[config.mk]
export PLATFORM = sky130hd
export DESIGN_NAME = pwm_nch_flat
export DESIGN_NICKNAME = d
export VERILOG_FILES = /design/src/rtl/pwm_nch_if.sv /design/src/rtl/pwm_nch.sv /design/src/flat_wrapper.sv
export SDC_FILE = /design/constraint.sdc
export NUM_CORES = 1
export LEC_CHECK = 0
export CAP_MARGIN = 20
export CORE_ASPECT_RATIO = 1.1
export CORE_MARGIN = 4
export CORE_UTILIZATION = 25
export DETAILED_ROUTE_END_ITERATION = 8
export GPL_ROUTABILITY_DRIVEN = 0
export PLACE_DENSITY = 0.52
export SYNTH_ARGS = -nofsm -noshare
export SYNTH_HDL_FRONTEND = slang
export SYNTH_SLANG_ARGS = --single-unit
[constraint.sdc]
create_clock -name i_clk -period 5.1 [get_ports i_clk]
set_input_delay 0.765 -clock i_clk [delete_from_list [all_inputs] [get_ports i_clk]]
set_output_delay 0.765 -clock i_clk [all_outputs]
set_load 0.005 [all_outputs]
[src/rtl/pwm_nch_if.sv]
// pwm_nch_if: register-bus strobes decoded by the peripheral register block
// and consumed by pwm_nch (compare/counter writes and interrupt clears).
interface pwm_nch_if #(
    parameter int unsigned p_num_channels = 4,
    parameter int unsigned p_cmp_width    = 16
);
    logic [p_num_channels-1:0] i_cmp_we;
    logic [p_cmp_width-1:0]    i_cmp_wdata;
    logic                      i_cnt_we;
    logic [p_cmp_width+14:0]   i_cnt_wdata;
    logic [p_num_channels-1:0] i_ip_clr;

    // Register block side: drives the strobes
    modport master (
        output i_cmp_we,
        output i_cmp_wdata,
        output i_cnt_we,
        output i_cnt_wdata,
        output i_ip_clr
    );

    // PWM engine side: consumes the strobes
    modport slave (
        input i_cmp_we,
        input i_cmp_wdata,
        input i_cnt_we,
        input i_cnt_wdata,
        input i_ip_clr
    );
endinterface

[src/rtl/pwm_nch.sv]
// pwm_nch: N-channel PWM engine. One shared scaled counter feeds per-channel
// comparators with complement, gang, deglitch and interrupt-pending logic.
// Compare values are shadow-buffered and applied at a period boundary.
// Optional feature: define PWM_CENTER_ALIGN_EN to build the centre-aligned
// comparator selected per channel by i_center; otherwise i_center is ignored.
module pwm_nch #(
    parameter int unsigned p_num_channels = 4,
    parameter int unsigned p_cmp_width    = 16
) (
    input  logic                                  i_clk,
    input  logic                                  i_rst,
    input  logic                                  i_en_always,
    input  logic                                  i_en_oneshot,
    input  logic                                  i_zero_cmp,
    input  logic                                  i_sticky,
    input  logic                                  i_deglitch,
    input  logic [3:0]                            i_scale,
    input  logic [p_num_channels-1:0]             i_center,
    input  logic [p_num_channels-1:0]             i_complement,
    input  logic [p_num_channels-1:0]             i_gang,
    pwm_nch_if.slave                              bus,
    output logic [p_num_channels-1:0]             o_pwm,
    output logic [p_num_channels-1:0]             o_ip,
    output logic [p_cmp_width+14:0]               o_counter,
    output logic [p_cmp_width-1:0]                o_scaled,
    output logic [p_num_channels*p_cmp_width-1:0] o_cmp,
    output logic                                  o_running
);
    localparam int unsigned N  = p_num_channels;
    localparam int unsigned W  = p_cmp_width;
    localparam int unsigned CW = p_cmp_width + 15;

    // State registers
    logic [CW-1:0]       cnt_q;
    logic                os_q;
    logic                running_q;
    logic [N-1:0][W-1:0] shadow_q;
    logic [N-1:0][W-1:0] cmp_q;
    logic [N-1:0]        latch_q;
    logic [N-1:0]        hit_q;
    logic [N-1:0]        ip_q;
    logic [N-1:0]        pwm_q;

    // Next-state values
    logic [CW-1:0]       cnt_d;
    logic                os_d;
    logic [N-1:0][W-1:0] shadow_d;
    logic [N-1:0][W-1:0] cmp_d;
    logic [N-1:0]        latch_d;
    logic [N-1:0]        hit_d;
    logic [N-1:0]        ip_d;
    logic [N-1:0]        pwm_d;

    // Combinational helpers
    logic                run_c;
    logic [W-1:0]        scaled_c;
    logic [CW-1:0]       low_mask_c;
    logic                wrap_c;
    logic                pe_c;
    logic [N-1:0]        raw_c;
    logic [N-1:0]        match_c;
    logic [N-1:0]        next_match_c;
    logic [N-1:0]        gate_c;
    logic [N-1:0]        first_c;

    // Run state and scaled view of the raw counter; scale applies live
    always_comb begin
        run_c      = i_en_always | os_q;
        scaled_c   = W'(cnt_q >> i_scale);
        low_mask_c = (CW'(1) << i_scale) - CW'(1);
        wrap_c     = (&scaled_c) & ((cnt_q & low_mask_c) == low_mask_c);
    end

`ifdef PWM_CENTER_ALIGN_EN
    logic [W-1:0] flip_c;
    logic [W-1:0] fold_c;

    // Triangle fold: distance from the nearer period end, doubled to full range
    always_comb begin
        flip_c = scaled_c ^ {W{scaled_c[W-1]}};
        fold_c = flip_c << 1;
    end

    // Raw compare per channel, edge or centre as selected
    always_comb begin
        raw_c = '0;
        for (int unsigned x = 0; x < N; x++) begin
            raw_c[x] = i_center[x] ? (fold_c >= cmp_q[x]) : (scaled_c >= cmp_q[x]);
        end
    end
`else
    logic unused_center;
    assign unused_center = ^i_center;

    // Raw compare per channel, edge-aligned only
    always_comb begin
        raw_c = '0;
        for (int unsigned x = 0; x < N; x++) begin
            raw_c[x] = (scaled_c >= cmp_q[x]);
        end
    end
`endif

    // Period end, deglitched match, gang masking and first-match detect
    always_comb begin
        pe_c         = run_c & (wrap_c | (i_zero_cmp & raw_c[0]));
        match_c      = raw_c | ({N{i_deglitch}} & latch_q);
        // rotate so bit x holds the match of channel (x+1) mod N
        next_match_c = (match_c >> 1) | (match_c << (N - 1));
        gate_c       = match_c & ~(i_gang & next_match_c);
        first_c      = {N{run_c}} & match_c & ~hit_q;
    end

    // Next-state logic for counter, one-shot, compares and per-channel flags
    always_comb begin
        cnt_d    = cnt_q;
        os_d     = os_q;
        shadow_d = shadow_q;
        cmp_d    = cmp_q;
        latch_d  = '0;
        hit_d    = hit_q;
        ip_d     = ip_q;
        pwm_d    = '0;

        // software write beats period reset, which beats increment
        if (bus.i_cnt_we) begin
            cnt_d = bus.i_cnt_wdata;
        end else if (pe_c) begin
            cnt_d = '0;
        end else if (run_c) begin
            cnt_d = cnt_q + CW'(1);
        end

        if (i_en_oneshot && (pe_c || !run_c)) begin
            os_d = 1'b1;
        end else if (pe_c) begin
            os_d = 1'b0;
        end

        // a write landing on the load cycle is forwarded straight to active
        for (int unsigned x = 0; x < N; x++) begin
            if (bus.i_cmp_we[x]) begin
                shadow_d[x] = bus.i_cmp_wdata;
            end
            if (pe_c || !run_c) begin
                cmp_d[x] = shadow_d[x];
            end
        end

        latch_d = {N{i_deglitch & ~pe_c}} & match_c;
        hit_d   = pe_c ? '0 : (hit_q | ({N{run_c}} & match_c));
        ip_d    = first_c | (ip_q & ~(bus.i_ip_clr & {N{~i_sticky}}));
        pwm_d   = gate_c ^ i_complement;
    end

    // State register with synchronous reset
    always_ff @(posedge i_clk) begin
        if (i_rst) begin
            cnt_q     <= '0;
            os_q      <= 1'b0;
            running_q <= 1'b0;
            shadow_q  <= '0;
            cmp_q     <= '0;
            latch_q   <= '0;
            hit_q     <= '0;
            ip_q      <= '0;
            pwm_q     <= '0;
        end else begin
            cnt_q     <= cnt_d;
            os_q      <= os_d;
            running_q <= run_c;
            shadow_q  <= shadow_d;
            cmp_q     <= cmp_d;
            latch_q   <= latch_d;
            hit_q     <= hit_d;
            ip_q      <= ip_d;
            pwm_q     <= pwm_d;
        end
    end

    assign o_pwm     = pwm_q;
    assign o_ip      = ip_q;
    assign o_counter = cnt_q;
    assign o_scaled  = scaled_c;
    assign o_cmp     = cmp_q;
    assign o_running = running_q;

endmodule
[src/flat_wrapper.sv]
// flat-port wrapper written by rule: the top's interface ports become plain ports
module pwm_nch_flat 
#(
    parameter int unsigned p_num_channels = 4,
    parameter int unsigned p_cmp_width    = 16
)
  (i_clk, i_rst, i_en_always, i_en_oneshot, i_zero_cmp, i_sticky, i_deglitch, i_scale, i_center, i_complement, i_gang, o_pwm, o_ip, o_counter, o_scaled, o_cmp, o_running, bus_i_cmp_we, bus_i_cmp_wdata, bus_i_cnt_we, bus_i_cnt_wdata, bus_i_ip_clr);
  pwm_nch_if #(.p_num_channels(p_num_channels), .p_cmp_width(p_cmp_width)) bus_i ();
  input  logic i_clk;
  input  logic i_rst;
  input  logic i_en_always;
  input  logic i_en_oneshot;
  input  logic i_zero_cmp;
  input  logic i_sticky;
  input  logic i_deglitch;
  input  logic [3:0] i_scale;
  input  logic [p_num_channels-1:0] i_center;
  input  logic [p_num_channels-1:0] i_complement;
  input  logic [p_num_channels-1:0] i_gang;
  output logic [p_num_channels-1:0] o_pwm;
  output logic [p_num_channels-1:0] o_ip;
  output logic [p_cmp_width+14:0] o_counter;
  output logic [p_cmp_width-1:0] o_scaled;
  output logic [p_num_channels*p_cmp_width-1:0] o_cmp;
  output logic o_running;
  input wire logic [$bits(bus_i.i_cmp_we)-1:0] bus_i_cmp_we;
  input wire logic [$bits(bus_i.i_cmp_wdata)-1:0] bus_i_cmp_wdata;
  input wire logic [$bits(bus_i.i_cnt_we)-1:0] bus_i_cnt_we;
  input wire logic [$bits(bus_i.i_cnt_wdata)-1:0] bus_i_cnt_wdata;
  input wire logic [$bits(bus_i.i_ip_clr)-1:0] bus_i_ip_clr;
  assign bus_i.i_cmp_we = bus_i_cmp_we;
  assign bus_i.i_cmp_wdata = bus_i_cmp_wdata;
  assign bus_i.i_cnt_we = bus_i_cnt_we;
  assign bus_i.i_cnt_wdata = bus_i_cnt_wdata;
  assign bus_i.i_ip_clr = bus_i_ip_clr;
  pwm_nch #(.p_num_channels(p_num_channels), .p_cmp_width(p_cmp_width)) u_core (.i_clk(i_clk), .i_rst(i_rst), .i_en_always(i_en_always), .i_en_oneshot(i_en_oneshot), .i_zero_cmp(i_zero_cmp), .i_sticky(i_sticky), .i_deglitch(i_deglitch), .i_scale(i_scale), .i_center(i_center), .i_complement(i_complement), .i_gang(i_gang), .bus(bus_i), .o_pwm(o_pwm), .o_ip(o_ip), .o_counter(o_counter), .o_scaled(o_scaled), .o_cmp(o_cmp), .o_running(o_running));
endmodule
==> results_dict.tcl <==
set metrics [dict create \
    status "finished clean" \
    routed-wl-met3_um 2464 \
    post-route-period-util 0.9147 \
    path_clk_slew_ps 80 \
    m1WireLength_um 17080 \
    cp_cell_sequence "clkdlybuf4s50_1 -> buf_12 -> mux2_2 -> a21oi_1 -> nor2_1 -> a21oi_1 -> o21a_1 -> ha_1 -> nand2b_1 -> a21o_1 -> a21o_1 -> a211oi_1 -> o21ai_0 -> a221oi_1 -> buf_4 -> o21ai_0 -> a21oi_1 -> mux2_2" \
    hpwl_um 27000 \
    period_minus_slack_ps 4665 \
    syn-mean-instance-area_sq_um 8.782 \
    synth_edf_count 0 \
    ant_nets 0 \
    cts_buffers 17 \
    start_kind "primary input" \
    crit_type "in -> reg" \
    r2r-end "u_core.o_cmp[30]" \
    drv_cap 0 \
    max_freq_mhz 214.4 \
    ys_warn_count 0 \
    ys.flop_type "dfxtp_1" \
    path_common_cell "a21oi_1" \
    setup_slack_ps 435.1 \
    grt_pass1_wl_um 56280 \
    power_mw 4.159 \
    power_density_mw_per_mm2 304.8 \
    vias 9270 \
    routed_wl_um 36570 \
    hp-start "u_core.hit_q[2]" \
    port_buffers 194 \
    netlist_instances 1178 \
    synth.top_cell.area_share 0.3425 \
    grt-ovfl-total 0 \
    synth_cell_types 76 \
    fill_cells 4188 \
    nets 1514 \
    chipHeight_um 221.4 \
    cts_resized 0 \
    synth_top_cell_by_area "dfxtp_1" \
    max_stage_delay_ps 510 \
    highest_layer "met4" \
    finalMaxSlewViolations 0 \
    wl_met2_um 16410 \
    ff2ff_setup_slack_ps 870 \
    die_x_um 202.0 \
    grt_max_degree 129 \
    cp_data_arrival_time_ps 5010 \
    cts_hold_buf 0 \
    drt-pass1-iter-count 7 \
    clockRootBuffer "clkbuf_16" \
    dp_slack_ps -42.17 \
    drcViolationCount 0 \
    rsz0062_at_grt "no" \
    reg2regPathDepth 16 \
    syn-num-nets 1323 \
    hold_violations 0 \
    wl_per_cell_um 18.90 \
    first_global_vias 9040 \
    htree_levels 4 \
    cp.required_ps 5440 \
    clock_path_buffers 2 \
    timing.slew.headroom 0.2759 \
    path_max_fanout 22 \
    cts_setup_buffers 0 \
    row_count 77 \
    whs_endpoint "u_core.o_ip[2]" \
    grtUsageTotal 0.1610 \
    initial_utilization 0.2551 \
    syn_to_final_growth_pct 31.91 \
    cp-end-kind "flip-flop" \
    ios 199 \
    cts_sinks 177 \
    peakVddDrop_mv 0.2575 \
    cp.buffers_inverters 3 \
    cts_tree "yes" \
    yosysSeqAreaShare 0.3425 \
    leakagePower_nw 5.301 \
    crit_slowest_cell "clkdlybuf4s50_1" \
    avgViaCountPerCell 4.791 \
    die_area_sq_mm 0.04470 \
    synth_area_sq_mm 0.01034 \
    crit_family "compound AO/OA/AOI/OAI gates" \
    antenna_cells 0 \
    hold_class "reg -> reg" \
    r2r_start "u_core.o_counter[10]" \
    synthArstFlopShare 0 \
    drive_gt1_frac 0.1208 \
    ys_ff_latch 177 \
    worst_pin_slew_ps 1083 \
    fp.coreArea_sq_mm 0.04056 \
    final.setup_skew_ps 17.87 \
    whs_path_depth 1 \
    ys_top_cells_by_area "dfxtp_1 (34%), mux2i_1 (8.2%), ha_1 (8.0%), nand2_1 (4.6%), mux4_2 (4.6%)" \
    clk_latency_ps 450 \
    first_iter_violations 676 \
    finalSetupViolations 0 \
    grt_antenna_before_repair 1 \
]
==> power breakdown <==
group	switching (mW)	internal [mW]	total, mW
Clock	0.691	0.668	1.36
Sequential	0.102	1.50	1.61
Combinational	0.620	0.575	1.20
Total	1.41	2.75	4.16
==> metal layers <==
metal	track usage	vias to the layer above
met5	0	-
met4	0.03816	0
met3	0.03704	32
met2	0.2500	324
met1	0.2271	4379
li1	-	4535
==> worst register-to-register path, delay by kind of cell, from the launching register on <==
family	cells	cell delay (ps)
muxes	1	400
AOI/OAI and AO/OA	9	1840
and+or+nand+nor	3	390
buffers and inverters	2	550
adders and majority gates	1	260
DFF	1	710
==> per-stage QoR <==
| step | utilization | std cells | hold WS [ps] | instance area, sq um | setup TNS, ps |
|---|---|---|---|---|---|
| global placement | 0.3209 | 1902 | 442.1 | 13020 | -26.93 |
| floorplan | - | 1178 | 422.9 | 10340 | 0 |
| finish | 0.3364 | 1935 | 446.0 | 13650 | 0 |
| detailed placement | 0.3213 | 1903 | 444.8 | 13030 | -42.17 |
| CTS | 0.3364 | 1935 | 449.8 | 13650 | 0 |
| global route | 0.3364 | 1935 | 457.3 | 13650 | 0 |
==> area by class of cell <==
cell class	instances	area, sq um	area share
flip-flops and latches	177	3543	0.2597
multi-input cells	832	6001	0.4398
clock buffers	17	425.4	0.03118
inverters	84	316.6	0.02320
repair buffers	257	2477	0.1816
well taps	553	691.9	0.05071
clock inverters	15	190.2	0.01394
==> cell usage in the layout (no fill, tap or decap), types with 6 or more instances in the layout <==
cell type / instances
mux2i_1: 85
mux4_2: 21
ha_1: 66
xnor2_1: 21
o21ai_1: 12
nand3_1: 15
nand4_1: 18
dfxtp_1: 177
nor3_1: 12
or3_1: 17
clkbuf_16: 17
buf_4: 58
o31ai_2: 10
clkdlybuf4s50_1: 192
o21ai_0: 28
a31oi_1: 6
xor2_1: 10
nand2_1: 127
inv_1: 82
o31ai_1: 51
a21o_1: 14
nand2_2: 11
clkinv_8: 6
nand2b_1: 12
and3_1: 8
nor2b_1: 8
o21a_1: 10
nor2_1: 123
a21oi_1: 59
mux2_2: 15
==> cells in the mapped netlist, types with 4 or more instances <==
| master | count |
|---|---|
| buf_6 | 8 |
| o21a_1 | 10 |
| nand2_2 | 11 |
| nor2_1 | 123 |
| a31oi_1 | 6 |
| a221oi_1 | 5 |
| buf_1 | 6 |
| ha_1 | 66 |
| xnor2_1 | 21 |
| clkbuf_1 | 45 |
| buf_4 | 10 |
| or3_1 | 17 |
| o31a_1 | 4 |
| nor2b_1 | 8 |
| nor3_1 | 12 |
| mux4_2 | 21 |
| nand4_1 | 18 |
| buf_2 | 11 |
| xor2_1 | 10 |
| a21o_1 | 14 |
| and3_1 | 8 |
| nand2b_1 | 13 |
| nand2_1 | 127 |
| o31ai_1 | 51 |
| dfxtp_1 | 177 |
| inv_1 | 82 |
| o21ai_1 | 12 |
| a211oi_1 | 5 |
| a21oi_1 | 59 |
| nand3_1 | 15 |
| o21ai_0 | 28 |
| o31ai_2 | 10 |
| mux2i_1 | 85 |
| mux2_2 | 15 |
==> how the worst max path moves through the flow <==
stage	slack (ps)	cells after the start	endpoint	start
floorplan	850	17	u_core.o_counter[18]	i_scale[2]
global placement	-30	18	u_core.o_pwm[1]	i_scale[3]
detailed placement	-40	18	u_core.o_pwm[1]	i_scale[3]
CTS	430	18	u_core.o_pwm[1]	i_scale[3]
global route	150	18	u_core.o_pwm[1]	i_scale[3]
finish	440	18	u_core.o_pwm[1]	i_scale[3]
==> sequential cells by signal, indices dropped and copies added, names as in the netlist <==
signal / flops
u_core.o_pwm: 4
u_core.os_q: 1
u_core.o_ip: 4
u_core.o_cmp: 64
u_core.shadow_q: 64
u_core.o_running: 1
u_core.latch_q: 4
u_core.hit_q: 4
u_core.o_counter: 31
==> cells by family after synthesis <==
group | count (synthesis) | synth area share
flops | 177 | 0.3425
buf+inv | 169 | 0.07813
simple gates | 371 | 0.1638
xor+xnor | 31 | 0.02625
compound gates | 241 | 0.1627
fa+ha+maj | 66 | 0.07983
mux | 123 | 0.1468
Power figures use the tool's default switching activity.
